`src/rtl/genius_control.sv`:
```
// genius_control
//    Control unit for the Genius memory game. It sits directly upstream of
//    the datapath. It debounces the enter and restart keys and runs the game
//    FSM that sequences the datapath through setup, playback, player entry,
//    checking and the final result display.
//
// Parameters
//    DEBOUNCE_CYCLES : number of consecutive equal samples a key needs before
//                      its new level is accepted (20 ms at 50 MHz by default)
//    P_KEY           : width of the raw KEY bus
//
// Ports
//    CLOCK_50  in   system clock; all logic on the rising edge
//    reset     in   synchronous, active-high; forces INIT
//    KEY       in   raw active-low push-buttons (KEY[0]=enter, KEY[1]=restart)
//    end_FPGA  in   datapath finished showing the sequence
//    end_User  in   player entered the full sequence for this round
//    end_time  in   input timer expired
//    win       in   round counter terminal count
//    match     in   last player entry equals the expected element
//    R1        out  datapath global reset
//    R2        out  timer reset
//    E1        out  SETUP register load
//    E2        out  timer count enable
//    E3        out  FPGA sequence playback enable
//    E4        out  round counter increment (one-cycle pulse)
//    SEL       out  display select: 0 = game info, 1 = result
//    state_o   out  current FSM state, for debug LEDs

module genius_control #(
   parameter int DEBOUNCE_CYCLES = 1_000_000,
   parameter int P_KEY           = 4
) (
   input  logic             CLOCK_50,
   input  logic             reset,
   input  logic [P_KEY-1:0] KEY,
   input  logic             end_FPGA,
   input  logic             end_User,
   input  logic             end_time,
   input  logic             win,
   input  logic             match,
   output logic             R1,
   output logic             R2,
   output logic             E1,
   output logic             E2,
   output logic             E3,
   output logic             E4,
   output logic             SEL,
   output logic [2:0]       state_o
);

   localparam int CNT_W = (DEBOUNCE_CYCLES > 1) ? $clog2(DEBOUNCE_CYCLES) : 1;
   localparam logic [CNT_W-1:0] CNT_MAX = CNT_W'(DEBOUNCE_CYCLES - 1);

   typedef enum logic [2:0] {
      S_INIT   = 3'd0,
      S_SETUP  = 3'd1,
      S_SEQ    = 3'd2,
      S_PLAY   = 3'd3,
      S_CHECK  = 3'd4,
      S_NEXT   = 3'd5,
      S_EVAL   = 3'd6,
      S_RESULT = 3'd7
   } state_t;

   // Key conditioning, index 0 = enter, index 1 = restart
   logic [1:0]       r_sync0;
   logic [1:0]       r_sync1;
   logic [1:0]       r_lvl;
   logic [1:0]       r_press;
   logic [CNT_W-1:0] r_cnt [2];

   logic             w_enter_p;
   logic             w_restart_p;
   logic             w_unused_keys;

   state_t           r_state;
   state_t           w_next;

   // Only the two low keys are used; the rest are deliberately ignored.
   assign w_unused_keys = ^KEY;

   always_ff @(posedge CLOCK_50) begin
      if (reset) begin
         r_sync0 <= 2'b11;
         r_sync1 <= 2'b11;
         r_lvl   <= 2'b11;
         r_press <= 2'b00;
         for (int k = 0; k < 2; k++) begin
            r_cnt[k] <= '0;
         end
      end else begin
         r_sync0 <= KEY[1:0];
         r_sync1 <= r_sync0;
         for (int k = 0; k < 2; k++) begin
            r_press[k] <= 1'b0;
            // Any sample equal to the accepted level aborts a pending change,
            // so a bouncing key keeps restarting the count.
            if (r_sync1[k] == r_lvl[k]) begin
               r_cnt[k] <= '0;
            end else if (r_cnt[k] == CNT_MAX) begin
               r_cnt[k]   <= '0;
               r_lvl[k]   <= r_sync1[k];
               // Pulse only on an accepted press (new level low), never on release.
               r_press[k] <= ~r_sync1[k];
            end else begin
               r_cnt[k] <= r_cnt[k] + 1'b1;
            end
         end
      end
   end

   assign w_enter_p   = r_press[0];
   assign w_restart_p = r_press[1];

   always_ff @(posedge CLOCK_50) begin
      if (reset) begin
         r_state <= S_INIT;
      end else begin
         r_state <= w_next;
      end
   end

   always_comb begin
      w_next = r_state;
      R1     = 1'b0;
      R2     = 1'b0;
      E1     = 1'b0;
      E2     = 1'b0;
      E3     = 1'b0;
      E4     = 1'b0;
      SEL    = 1'b0;

      case (r_state)
         S_INIT: begin
            R1     = 1'b1;
            R2     = 1'b1;
            w_next = S_SETUP;
         end
         S_SETUP: begin
            E1 = 1'b1;
            R2 = 1'b1;
            if (w_enter_p) w_next = S_SEQ;
         end
         S_SEQ: begin
            E3 = 1'b1;
            R2 = 1'b1;
            if (end_FPGA) w_next = S_PLAY;
         end
         S_PLAY: begin
            E2 = 1'b1;
            // A timeout beats an entry that arrives in the same cycle.
            if (end_time)       w_next = S_RESULT;
            else if (w_enter_p) w_next = S_CHECK;
         end
         S_CHECK: begin
            // Timer restarts for every entry.
            R2 = 1'b1;
            if (!match)        w_next = S_RESULT;
            else if (end_User) w_next = S_NEXT;
            else               w_next = S_PLAY;
         end
         S_NEXT: begin
            E4     = 1'b1;
            R2     = 1'b1;
            w_next = S_EVAL;
         end
         S_EVAL: begin
            // win reflects the counter one cycle after the E4 increment.
            R2 = 1'b1;
            if (win) w_next = S_RESULT;
            else     w_next = S_SEQ;
         end
         S_RESULT: begin
            SEL = 1'b1;
            if (w_enter_p) w_next = S_INIT;
         end
         default: w_next = S_INIT;
      endcase

      if (w_restart_p) w_next = S_INIT;
   end

   assign state_o = r_state;

endmodule

```
`config.mk`:
```
export PLATFORM = sky130hd
export DESIGN_NAME = genius_control
export DESIGN_NICKNAME = d
export VERILOG_FILES = /design/src/rtl/genius_control.sv
export SDC_FILE = /design/constraint.sdc
export NUM_CORES = 1
export LEC_CHECK = 0
export CORE_AREA = 2 2 73 75
export DETAILED_ROUTE_END_ITERATION = 10
export DIE_AREA = 0 0 75 77
export GPL_TIMING_DRIVEN = 0
export PLACE_DENSITY = 0.74
export SLEW_MARGIN = 20
export SYNTH_ARGS = -nofsm -noshare
export SYNTH_HDL_FRONTEND = slang
export SYNTH_SLANG_ARGS = --single-unit
```
`constraint.sdc`:
```
create_clock -name CLOCK_50 -period 4.8 [get_ports CLOCK_50]
set_input_delay 0.96 -clock CLOCK_50 [delete_from_list [all_inputs] [get_ports CLOCK_50]]
set_output_delay 0.96 -clock CLOCK_50 [all_outputs]
set_load 0.05 [all_outputs]
```
==> results of run 1 <==
## layout make-up
type                            instances  area share, %
Multi-Input combinational cell        228           40.8
Tap cell                               70           2.77
Inverter                                6          0.713
Timing Repair Buffer                   18           5.70
Buffer                                  7           1.70
Clock buffer                            7           3.09
Sequential cell                        51           45.0
Clock inverter                          1          0.198
## worst max-delay path by stage
stage                     startpoint  endpoint  slack [ns]  cells past startpoint
final                     state_o[1]        E1        1.94                      4
after global routing      state_o[1]        E3        1.83                      4
after CTS                 state_o[1]        E1        1.91                      4
after detailed placement  state_o[1]        E1        2.25                      4
after global placement    state_o[1]        E1        2.27                      4
after floorplan           state_o[0]        E2        1.78                      2
## cells by family after synthesis
logic type	Yosys count	synth area share, %
AO/OA/AOI/OAI	12	3.41
buffers and inverters	13	2.89
flip-flops	51	53.8
AND/OR/NAND/NOR	135	25.9
XOR/XNOR	39	12.9
other	1	0.142
adder cells (fa/ha/maj)	2	0.947
## worst max-delay path: cells and delay by family, from the launching register on
family | cells | cell delay, ns
buf+inv | 2 | 0.98
simple gates | 2 | 0.31
flops | 1 | 0.32
## power breakdown
group	switching, mW	internal, mW
logic	0.0725	0.0473
registers	0.0188	0.495
clock network	0.136	0.135
total	0.227	0.677
## cells in the final DEF, fill, tap and decap left out, types with 10 or more instances in the layout
master           netlist  layout
edfxtp_1              40      40
conb_1                 1      40
and3_1                10      10
xor2_1                22      22
nand3_1               16      16
xnor2_1               17      17
nand2_1               14      14
dfxtp_1               11      11
nor2_1                53      53
clkdlybuf4s50_1        0      18
## per-layer routing
| layer | wire [µm] | vias to the layer above | share of wire, % | GRT usage, % |
|---|---|---|---|---|
| met1 | 1950 | 858 | 46 | 19.9 |
| met5 | 0 | - | 0 | 0 |
| met3 | 101 | 5 | 2.4 | 3.94 |
| li1 | - | 976 | - | - |
| met4 | 58 | 0 | 1.4 | 6.07 |
| met2 | 2100 | 24 | 50 | 28.0 |
## sequential cells by signal, summed over array words and instances, names as in the netlist
signal   cells
r_cnt       40
r_lvl        2
r_press      2
r_sync0      2
r_sync1      2
state_o      3
## metrics by stage
step / cells / area, µm² / power (mW) / hold WS (ns)
5_1_grt: 388 / 3160 / 0.943 / 0.439
3_5_place_dp: 380 / 3060 / 0.642 / 0.400
2_1_floorplan: 292 / 2790 / 0.605 / 0.389
3_3_place_gp: 380 / 3060 / 0.641 / 0.397
6_report: 388 / 3160 / 0.904 / 0.423
4_1_cts: 388 / 3160 / 0.912 / 0.426
==> metrics.csv, run 1 <==
stage;metric;value;unit
grt;Congestion Overflow GR;0;
clocking;htree depth;2;
drt;WL final;4.21;mm
logic_synthesis;Synth top cells by count;nor2_1, edfxtp_1, xor2_1;
floorplanning;I/O pins;21;
setup_path;setup slack, reg-to-reg;2.63;ns
placed_design;GPL Wtd Cong;0.816;
placed_design;HPWL Detailed;3.15;mm
run;number of max-cap violations;0;
logic_synthesis;cell with the most instances after synthesis;nor2_1;
setup_path;Worst Setup Path Type;register to primary output;
clocking;cts hold-fix bufs;0;
clocking;# resized after CTS;0;
logic_synthesis;Syn Std Cell Area;2640;µm²
timing;final setup fails;0;
timing;worst setup margin;1.94;ns
clocking;Num CTS Buffers;5;
floorplanning;Die Width;75;µm
floorplanning;DIE AREA;5780;µm²
logic_synthesis;flops & latches, synth;51;
grt;pin count of the biggest net entering global routing;17;
power_and_ir_drop;peak supply drop;0.172;mV
floorplanning;die height;77;µm
logic_synthesis;Syn Area/Cell;10.4;µm²
logic_synthesis;Post-synth EDFFs;40;
run_status;status;finished clean;
setup_path;R2R Path End;r_cnt[0][9];
floorplanning;Starting Density;53.1;%
clocking;CTS max path bufs;2;
clocking;CTS root buffer;clkbuf_8;
setup_path;Startpoint Class;register;
setup_path;crit path DAT;1.90;ns
logic_synthesis;Main synth FF type;edfxtp_1;
setup_path;crit-path cells;buf_2, nand2b_1, nor2_1, clkdlybuf4s50_1;
logic_synthesis;Synth area leaders;edfxtp_1, dfxtp_1, nor2_1, xor2_1, xnor2_1;
logic_synthesis;ys async rst share;0;%
setup_path;r2r worst-path depth;7;
logic_synthesis;Distinct cells, synth;39;
grt;vias in the first global route;1856;
drt;DRT Pass-1 Iters;4;
setup_path;r2r startpoint;r_cnt[0][0];
timing;Clock Skews;0.00868;ns
layout;FF/Latch Area;1420;µm²
clocking;setup bufs post-CTS;0;
timing;post-layout min period;2.86;ns
clocking;clock sink total;51;
logic_synthesis;Seq/Total Area, Yosys;53.8;%
drt;Remaining DRCs;0;
timing;post-route setup TNS;0;ns
clocking;clock latency on the worst-skew pair;0.30;ns
clocking;Worst-path clk slew;0.09;ns
placed_design;Post-Place Worst Slack;2.25;ns
drt;DR vias;1863;
grt;initial antenna violation count;0;
hold_path;Hold/Removal Path Class;register to register;
clocking;TritonCTS clock tree;done;
setup_path;Critical Path Max Stage Delay;0.81;ns
drt;Avg WL per Cell;10.9;µm
layout;Final #Nets;330;
setup_path;crit path capture type;primary output;
layout;P&R area growth vs syn;19.6;%
layout;filler instances;443;
timing;unrepaired setup endpoints after global routing;false;
layout;ant diodes;0;
logic_synthesis;post-synth top area cell;edfxtp_1;
hold_path;Worst Hold End;r_sync1[1];
layout;layout cells sized above 1;7.23;%
grt;Total GRT Usage;16.5;%
grt;first-pass GRT wire length;7.53;mm
drt;post-route ant nets;0;
timing;Final Cycle Share;59.6;%
drt;via/cell ratio;4.80;
logic_synthesis;number of synthesis warnings;0;
floorplanning;standard-cell rows;26;
timing;fmax;350;MHz
floorplanning;core area;4980;µm²
logic_synthesis;top cell type's share of synthesized area;45.5;%
setup_path;peak fanout along the critical path;9;
logic_synthesis;Syn Inst Count;253;
hold_path;Min-Delay Path Depth;1;
power_and_ir_drop;PwrDens;286;nW/µm²
timing;Final Hold Viols;0;
layout;footprint of the multi-input gates;1290;µm²
timing;Least-Margin Pin Slew;0.710;ns
setup_path;Slowest cell on crit path;clkdlybuf4s50_1;
placed_design;input/output buffers;18;
setup_path;Worst Path Required;3.84;ns
timing;Slew Limit Headroom;52.2;%
hold_path;Worst Min Path Start;r_sync0[1];
timing;final-report max-slew violation count;0;
drt;drt initial violations;105;
layout;post-layout util;63.5;%
power_and_ir_drop;P_leak;1.15;nW
No activity file was read; power rests on OpenSTA's default activity.
==> inputs of run 2 (changes only) <==
clock period = 2.8 ns   (was 4.8 ns; I/O delays follow)
==> results of run 2 <==
Same layout as run 1 (identical final DEF). Status: finished clean.
Among the figures that moved: setup slack after placement 2.25 ns -> 0.643 ns; setup slack after layout 1.94 ns -> 0.341 ns; register-to-register setup slack 2.63 ns -> 0.63 ns; total power 0.904 mW -> 1.55 mW; worst IR drop on VDD 0.172 mV -> 0.296 mV
